--- config.mk ---
export PLATFORM = sky130hd
export DESIGN_NAME = soc_glip_dii_bridge_flat
export DESIGN_NICKNAME = d
export VERILOG_FILES = /design/src/rtl/soc_glip_dii_bridge_if.sv /design/src/rtl/soc_glip_dii_bridge.sv /design/src/flat_wrapper.sv
export SDC_FILE = /design/constraint.sdc
export NUM_CORES = 1
export LEC_CHECK = 0
export CORE_MARGIN = 3
export CORE_UTILIZATION = 52
export CTS_CLUSTER_DIAMETER = 100
export DETAILED_ROUTE_END_ITERATION = 7
export PLACE_DENSITY = 0.82
export SKIP_LAST_GASP = 1
export SYNTH_ARGS = -nofsm -noshare
export SYNTH_HDL_FRONTEND = slang
export SYNTH_SLANG_ARGS = --single-unit
--- constraint.sdc ---
create_clock -name clk -period 2.5 [get_ports clk]
set_input_delay 0.375 -clock clk [delete_from_list [all_inputs] [get_ports clk]]
set_output_delay 0.375 -clock clk [all_outputs]
set_load 0.1 [all_outputs]
--- src/rtl/soc_glip_dii_bridge_if.sv ---
// -----------------------------------------------------------------------------
// soc_glip_dii_bridge_if
// Groups the four streaming channels of the GLIP <-> DII bridge and its two
// error pulses into one bundle.
//   glip_in_*  : host-to-target 16-bit words  (valid/ready)
//   dii_out_*  : flits towards the debug ring (data/last/valid/ready)
//   dii_in_*   : flits from the debug ring    (data/last/valid/ready)
//   glip_out_* : target-to-host 16-bit words  (valid/ready)
//   err_*      : single-cycle error pulses from the bridge
// Modport slave is the bridge itself; modport master is its environment.
// -----------------------------------------------------------------------------
interface soc_glip_dii_bridge_if;
   logic [15:0] glip_in_data;
   logic        glip_in_valid;
   logic        glip_in_ready;

   logic [15:0] dii_out_data;
   logic        dii_out_last;
   logic        dii_out_valid;
   logic        dii_out_ready;

   logic [15:0] dii_in_data;
   logic        dii_in_last;
   logic        dii_in_valid;
   logic        dii_in_ready;

   logic [15:0] glip_out_data;
   logic        glip_out_valid;
   logic        glip_out_ready;

   logic        err_ingress;
   logic        err_egress;

   modport slave (
      input  glip_in_data, glip_in_valid,
      output glip_in_ready,
      output dii_out_data, dii_out_last, dii_out_valid,
      input  dii_out_ready,
      input  dii_in_data, dii_in_last, dii_in_valid,
      output dii_in_ready,
      output glip_out_data, glip_out_valid,
      input  glip_out_ready,
      output err_ingress, err_egress
   );

   modport master (
      output glip_in_data, glip_in_valid,
      input  glip_in_ready,
      input  dii_out_data, dii_out_last, dii_out_valid,
      output dii_out_ready,
      output dii_in_data, dii_in_last, dii_in_valid,
      input  dii_in_ready,
      input  glip_out_data, glip_out_valid,
      output glip_out_ready,
      input  err_ingress, err_egress
   );
endinterface

--- src/rtl/soc_glip_dii_bridge.sv ---
// -----------------------------------------------------------------------------
// soc_glip_dii_bridge
// Host-side bridge between the 16-bit GLIP word channel and the DII flit ring.
//   Ingress: a GLIP length word followed by that many payload words is turned
//            into a DII packet with a generated last flag (zero-latency
//            pass-through). Zero-length headers are skipped; oversize headers
//            make the payload get swallowed and pulse err_ingress.
//   Egress:  a DII packet is collected into a MAX_PKT_LEN-deep buffer, then
//            sent to GLIP as a length word followed by the buffered words.
//            Flits beyond MAX_PKT_LEN are dropped and pulse err_egress once.
// Ports:
//   clk  - system clock
//   rst  - asynchronous, active-high reset
//   bus  - channel bundle (slave side), see soc_glip_dii_bridge_if
// -----------------------------------------------------------------------------
module soc_glip_dii_bridge #(
   parameter int MAX_PKT_LEN = 12,
   parameter int CNT_W       = $clog2(MAX_PKT_LEN + 1)
) (
   input  logic                        clk,
   input  logic                        rst,
   soc_glip_dii_bridge_if.slave        bus
);

   localparam logic [15:0]      MAX_LEN16 = 16'(MAX_PKT_LEN);
   localparam logic [CNT_W-1:0] MAX_LEN   = CNT_W'(MAX_PKT_LEN);

   // ---------------------------------------------------------------------------
   // Ingress: GLIP words -> DII flits
   // ---------------------------------------------------------------------------
   typedef enum logic [1:0] {I_HDR, I_PAY, I_DROP} i_state_t;

   i_state_t    i_state, i_state_nxt;
   // Full 16-bit remaining count: an oversize header must swallow exactly the
   // number of words it announced, which can exceed the CNT_W range.
   logic [15:0] rem, rem_nxt;
   logic        err_in_set;
   logic        err_in_q;

   // NOTE: state is updated with non-blocking assignments so every register
   // samples the pre-edge value of every other register.
   always_ff @(posedge clk or posedge rst) begin
      if (rst) begin
         i_state  <= I_HDR;
         rem      <= '0;
         err_in_q <= 1'b0;
      end else begin
         i_state  <= i_state_nxt;
         rem      <= rem_nxt;
         err_in_q <= err_in_set;
      end
   end

   // NOTE: every output of this block gets a default before the case, so no
   // path leaves a signal unassigned and no latch is inferred.
   always_comb begin
      i_state_nxt       = i_state;
      rem_nxt           = rem;
      err_in_set        = 1'b0;
      bus.glip_in_ready = 1'b0;
      bus.dii_out_valid = 1'b0;
      bus.dii_out_data  = '0;
      bus.dii_out_last  = 1'b0;

      unique case (i_state)
         I_HDR: begin
            bus.glip_in_ready = 1'b1;
            // A zero header is consumed without leaving I_HDR.
            if (bus.glip_in_valid && (bus.glip_in_data != 16'd0)) begin
               rem_nxt = bus.glip_in_data;
               if (bus.glip_in_data > MAX_LEN16) begin
                  err_in_set  = 1'b1;
                  i_state_nxt = I_DROP;
               end else begin
                  i_state_nxt = I_PAY;
               end
            end
         end

         I_PAY: begin
            // Pure combinational pass-through; the ring's ready throttles GLIP.
            bus.dii_out_valid = bus.glip_in_valid;
            bus.dii_out_data  = bus.glip_in_data;
            bus.dii_out_last  = (rem == 16'd1);
            bus.glip_in_ready = bus.dii_out_ready;
            if (bus.glip_in_valid && bus.dii_out_ready) begin
               rem_nxt = rem - 16'd1;
               if (rem == 16'd1) i_state_nxt = I_HDR;
            end
         end

         I_DROP: begin
            bus.glip_in_ready = 1'b1;
            if (bus.glip_in_valid) begin
               rem_nxt = rem - 16'd1;
               if (rem == 16'd1) i_state_nxt = I_HDR;
            end
         end

         default: i_state_nxt = I_HDR;
      endcase
   end

   assign bus.err_ingress = err_in_q;

   // ---------------------------------------------------------------------------
   // Egress: DII packet -> buffer -> GLIP length word + payload
   // ---------------------------------------------------------------------------
   typedef enum logic [1:0] {E_COLLECT, E_HDR, E_DATA} e_state_t;

   e_state_t         e_state, e_state_nxt;
   logic [15:0]      buf_mem [MAX_PKT_LEN];
   // wcnt doubles as the packet length n once collection has finished.
   logic [CNT_W-1:0] wcnt, wcnt_nxt;
   logic [CNT_W-1:0] rcnt, rcnt_nxt;
   // Set once the current packet has overflowed, so err_egress fires only once.
   logic             ovf, ovf_nxt;
   logic             buf_we;
   logic             err_eg_set;
   logic             err_eg_q;

   always_ff @(posedge clk or posedge rst) begin
      if (rst) begin
         e_state  <= E_COLLECT;
         wcnt     <= '0;
         rcnt     <= '0;
         ovf      <= 1'b0;
         err_eg_q <= 1'b0;
      end else begin
         e_state  <= e_state_nxt;
         wcnt     <= wcnt_nxt;
         rcnt     <= rcnt_nxt;
         ovf      <= ovf_nxt;
         err_eg_q <= err_eg_set;
      end
   end

   // NOTE: the packet buffer has no reset; it is always written before it is
   // read, so clearing it would only cost reset fan-out.
   always_ff @(posedge clk) begin
      if (buf_we) buf_mem[wcnt] <= bus.dii_in_data;
   end

   always_comb begin
      e_state_nxt        = e_state;
      wcnt_nxt           = wcnt;
      rcnt_nxt           = rcnt;
      ovf_nxt            = ovf;
      buf_we             = 1'b0;
      err_eg_set         = 1'b0;
      bus.dii_in_ready   = 1'b0;
      bus.glip_out_valid = 1'b0;
      bus.glip_out_data  = '0;

      unique case (e_state)
         E_COLLECT: begin
            bus.dii_in_ready = 1'b1;
            if (bus.dii_in_valid) begin
               if (wcnt < MAX_LEN) begin
                  buf_we   = 1'b1;
                  wcnt_nxt = wcnt + CNT_W'(1);
               end else if (!ovf) begin
                  ovf_nxt    = 1'b1;
                  err_eg_set = 1'b1;
               end
               if (bus.dii_in_last) e_state_nxt = E_HDR;
            end
         end

         E_HDR: begin
            bus.glip_out_valid = 1'b1;
            bus.glip_out_data  = 16'(wcnt);
            if (bus.glip_out_ready) begin
               rcnt_nxt    = '0;
               e_state_nxt = E_DATA;
            end
         end

         E_DATA: begin
            bus.glip_out_valid = 1'b1;
            bus.glip_out_data  = buf_mem[rcnt];
            if (bus.glip_out_ready) begin
               if (rcnt == wcnt - CNT_W'(1)) begin
                  wcnt_nxt    = '0;
                  ovf_nxt     = 1'b0;
                  e_state_nxt = E_COLLECT;
               end else begin
                  rcnt_nxt = rcnt + CNT_W'(1);
               end
            end
         end

         default: e_state_nxt = E_COLLECT;
      endcase
   end

   assign bus.err_egress = err_eg_q;

endmodule

--- src/flat_wrapper.sv ---
// flat-port wrapper written by rule: the top's interface ports become plain ports
module soc_glip_dii_bridge_flat 
#(
   parameter int MAX_PKT_LEN = 12,
   parameter int CNT_W       = $clog2(MAX_PKT_LEN + 1)
)
  (clk, rst, bus_glip_in_data, bus_glip_in_valid, bus_glip_in_ready, bus_dii_out_data, bus_dii_out_last, bus_dii_out_valid, bus_dii_out_ready, bus_dii_in_data, bus_dii_in_last, bus_dii_in_valid, bus_dii_in_ready, bus_glip_out_data, bus_glip_out_valid, bus_glip_out_ready, bus_err_ingress, bus_err_egress);
  soc_glip_dii_bridge_if bus_i ();
  input  logic clk;
  input  logic rst;
  input wire logic [$bits(bus_i.glip_in_data)-1:0] bus_glip_in_data;
  input wire logic [$bits(bus_i.glip_in_valid)-1:0] bus_glip_in_valid;
  output wire logic [$bits(bus_i.glip_in_ready)-1:0] bus_glip_in_ready;
  output wire logic [$bits(bus_i.dii_out_data)-1:0] bus_dii_out_data;
  output wire logic [$bits(bus_i.dii_out_last)-1:0] bus_dii_out_last;
  output wire logic [$bits(bus_i.dii_out_valid)-1:0] bus_dii_out_valid;
  input wire logic [$bits(bus_i.dii_out_ready)-1:0] bus_dii_out_ready;
  input wire logic [$bits(bus_i.dii_in_data)-1:0] bus_dii_in_data;
  input wire logic [$bits(bus_i.dii_in_last)-1:0] bus_dii_in_last;
  input wire logic [$bits(bus_i.dii_in_valid)-1:0] bus_dii_in_valid;
  output wire logic [$bits(bus_i.dii_in_ready)-1:0] bus_dii_in_ready;
  output wire logic [$bits(bus_i.glip_out_data)-1:0] bus_glip_out_data;
  output wire logic [$bits(bus_i.glip_out_valid)-1:0] bus_glip_out_valid;
  input wire logic [$bits(bus_i.glip_out_ready)-1:0] bus_glip_out_ready;
  output wire logic [$bits(bus_i.err_ingress)-1:0] bus_err_ingress;
  output wire logic [$bits(bus_i.err_egress)-1:0] bus_err_egress;
  assign bus_i.glip_in_data = bus_glip_in_data;
  assign bus_i.glip_in_valid = bus_glip_in_valid;
  assign bus_glip_in_ready = bus_i.glip_in_ready;
  assign bus_dii_out_data = bus_i.dii_out_data;
  assign bus_dii_out_last = bus_i.dii_out_last;
  assign bus_dii_out_valid = bus_i.dii_out_valid;
  assign bus_i.dii_out_ready = bus_dii_out_ready;
  assign bus_i.dii_in_data = bus_dii_in_data;
  assign bus_i.dii_in_last = bus_dii_in_last;
  assign bus_i.dii_in_valid = bus_dii_in_valid;
  assign bus_dii_in_ready = bus_i.dii_in_ready;
  assign bus_glip_out_data = bus_i.glip_out_data;
  assign bus_glip_out_valid = bus_i.glip_out_valid;
  assign bus_i.glip_out_ready = bus_glip_out_ready;
  assign bus_err_ingress = bus_i.err_ingress;
  assign bus_err_egress = bus_i.err_egress;
  soc_glip_dii_bridge #(.MAX_PKT_LEN(MAX_PKT_LEN), .CNT_W(CNT_W)) u_core (.clk(clk), .rst(rst), .bus(bus_i));
endmodule
==> run_results.csv <==
group,metric,value,unit
sta,period_share,1.14,
clocking,cts_made_buffers,23,
power,peakVddDrop,0.000695,V
detailed_routing,routed_wirelength,23.0,mm
synthesis,yosysMostFrequentCell,"edfxtp_1",
critical_path,crit_arrival,2.46,ns
die,die_y,143,um
placed_design,io_buffers,77,
synthesis,yosys.area.top_type,"edfxtp_1",
detailed_routing,drt_first_pass_iters,5,
placed_design,gp_congestion,0.901,
worst_hold_path,min_path_type,"in -> async",
synthesis,synth_seq_area_share,0.674,
die,start_util,0.534,
die,rows,49,
critical_path,crit_path_end_kind,"primary output",
power,finalPower,13.3,mW
synthesis,ys_top_cells_by_area,"edfxtp_1, mux4_2, dfrtp_1",
detailed_routing,post-route-drc-count,0,
synthesis,netlist_area,0.00970,sq mm
sta,skew,0.0225,ns
synthesis,synth_ff_type,"edfxtp_1",
die,dieWidth,143,um
run_status,status,"finished, violations left",
finish,drive_gt1_frac,0.290,
finish,area_growth,28.9,%
synthesis,async_flop_share,0.139,
die,coreArea,0.0181,sq mm
sta,layout_setup_ws,-0.338,ns
global_routing,grt_first_pass_wirelength,36.0,mm
clocking,clock_path_buffers,3,
clocking,clk-insertion-delay-late,0.53,ns
run_status,violations,"setup timing",
sta,whs,0.202,ns
synthesis,yosys_warnings,0,
finish,num_antenna_cells,0,
clocking,cts.reportedPaths.clkPinSlew,0.06,ns
sta,worst_slew_margin_rel,0.605,
sta,finalSetupViolations,16,
synthesis,yosysUniqueCellTypes,56,
global_routing,grt-ovfl-total,0,
critical_path,path_max_fanout,15,
critical_path,cp.required,2.12,ns
power,switching_power,4.69,mW
critical_path,path_class,"reg -> out",
die,pin_count,78,
power,clkPwrFrac,0.248,
sta,worst_slew_pin_slew,0.586,ns
global_routing,antenna_found_initial,0,
synthesis,synth_commonest_cells,"edfxtp_1, mux4_2, nor2_1, dfrtp_1, and2_1",
power,pwr-share-seq,0.357,
sta,slew_viol_final,0,
clocking,ctsRootBufferMaster,"clkbuf_16",
sta,rsz0062_at_grt,"true",
global_routing,first_global_vias,6328,
global_routing,grt_usage,0.232,
critical_path,cp-start-kind,"flip-flop",
detailed_routing,vias_per_cell,6.14,
clocking,clock-sinks,223,
power,p_int,8.57,mW
detailed_routing,first_iter_violations,461,
power,power-per-cell-area,1060,mW/mm^2
synthesis,syn_inst,608,
synthesis,synth_top_cell_area_share,0.595,
clocking,cts_tree,"done",
critical_path,rr_worst_depth,7,
synthesis,synth_fp_nets,662,
synthesis,syn_area_per_cell,16.0,sq um
sta,period_needed,2.84,ns
sta,fmax,352,MHz
clocking,h-tree-depth,1,
die,dieArea,0.0203,sq mm
global_routing,grt_max_degree,39,
power,switching_share,0.354,
power,comb_power_share,0.396,
finish,finalNetCount,783,
placed_design,hpwl,14.0,mm
job,drv_cap,0,
synthesis,synth_edf_count,192,
sta,hold_viol,0,
detailed_routing,wire_per_inst,23.6,um
power,cellLeakagePower,4.28,nW
synthesis,yosys_register_bits,223,
detailed_routing,vias,5971,
detailed_routing,ant_nets,0,
## layout by cell type (no fill, tap or decap), types with 16 or more instances in the layout
| cell | netlist | layout |
|---|---|---|
| and2_1 | 30 | 30 |
| edfxtp_1 | 192 | 192 |
| dfrtp_1 | 31 | 29 |
| nand3_1 | 16 | 16 |
| buf_12 | 0 | 51 |
| mux2i_1 | 20 | 16 |
| nor2_1 | 39 | 26 |
| buf_4 | 1 | 43 |
| clkbuf_16 | 0 | 23 |
| mux4_2 | 48 | 48 |
| nand2_1 | 27 | 26 |
| inv_1 | 17 | 17 |
| clkdlybuf4s50_1 | 0 | 38 |
| o21ai_0 | 25 | 21 |
## flip-flops by register name (all words and copies together), names as in the netlist
signal	flops
u_core.buf_mem	192
u_core.bus.err_egress	1
u_core.wcnt	4
u_core.rcnt	4
u_core.e_state	2
u_core.bus.err_ingress	1
u_core.ovf	1
u_core.i_state	2
u_core.rem	16
## metrics by stage
| stage | util | worst slack (ns) | std cells | area [sq um] | setup TNS, ns |
|---|---|---|---|---|---|
| finish | 0.689 | -0.338 | 973 | 12500 | -4.39 |
| global route | 0.689 | -0.415 | 973 | 12500 | -5.76 |
| CTS | 0.687 | -0.317 | 970 | 12500 | -4.63 |
| detailed placement | 0.640 | 0.107 | 921 | 11600 | 0 |
| global placement | 0.640 | 0.186 | 921 | 11600 | 0 |
| floorplan | - | -0.126 | 608 | 9850 | -0.409 |
## worst max-delay path, stage by stage (launching register included)
cell     delay (ns)
dfrtp_4        0.49
buf_12         0.19
mux4_2         0.55
mux2i_2        0.23
nor2_1         0.08
a21oi_2        0.18
nor2_4         0.06
buf_12         0.16
## worst paths after layout
| kind | startpoint | end | slack, ns |
|---|---|---|---|
| max | u_core.rcnt[0]$_DFFE_PP0P_ | bus_glip_out_data[5] | -0.34 |
| min | rst | u_core.e_state[1]$_DFFE_PP0P_ | 0.20 |
| max reg2reg | u_core.rcnt[0]$_DFFE_PP0P_ | u_core.e_state[1]$_DFFE_PP0P_ | 0.20 |
| min reg2reg | u_core.ovf$_DFFE_PP0P_ | u_core.bus.err_egress$_DFF_PP0_ | 0.49 |
| max in group asynchronous | rst | u_core.rem[2]$_DFFE_PP0P_ | 1.65 |
| min in group clk | u_core.ovf$_DFFE_PP0P_ | u_core.bus.err_egress$_DFF_PP0_ | 0.49 |
## area by class of cell
cell class,instances,area (sq um)
Sequential cell,223,6550
Multi-Input combinational cell,331,3150
Clock inverter,9,114
Inverter,17,63.8
Fill cell,1168,5650
Tap cell,229,287
Timing Repair Buffer,133,1740
Clock buffer,31,606
## power groups by stage
stage / registers, mW / clock network (mW) / logic (mW)
CTS: 4.72 / 3.34 / 5.22
global placement: 4.76 / 0 / 4.86
global route: 4.77 / 3.49 / 5.59
floorplan: 4.72 / 0 / 3.54
detailed placement: 4.79 / 0 / 5.00
finish: 4.73 / 3.28 / 5.25
## kinds of logic after synthesis
kind of cell	share of synthesized area
flip-flops	0.674
AO/OA/AOI/OAI	0.0566
multiplexers	0.139
buffers and inverters	0.0234
adder cells (fa/ha/maj)	0.0194
XOR/XNOR	0.00619
AND/OR/NAND/NOR	0.0805
## layer usage
| layer | global-route usage | part of all wire | vias up |
|---|---|---|---|
| met5 | 0 | 0 | - |
| met4 | 0.0695 | 0.031 | 0 |
| met3 | 0.0454 | 0.075 | 63 |
| met2 | 0.406 | 0.52 | 276 |
| met1 | 0.296 | 0.38 | 3016 |
| li1 | - | - | 2616 |
## timing repair
| action | CTS | global route |
|---|---|---|
| hold buffers | 0 | 0 |
| setup buffers | 9 | 3 |
| pin swaps | 1 | 3 |
| setup endpoints to repair | 16 | 17 |
| resized for setup | 15 | 4 |
No activity file was read; power rests on OpenSTA's default activity.
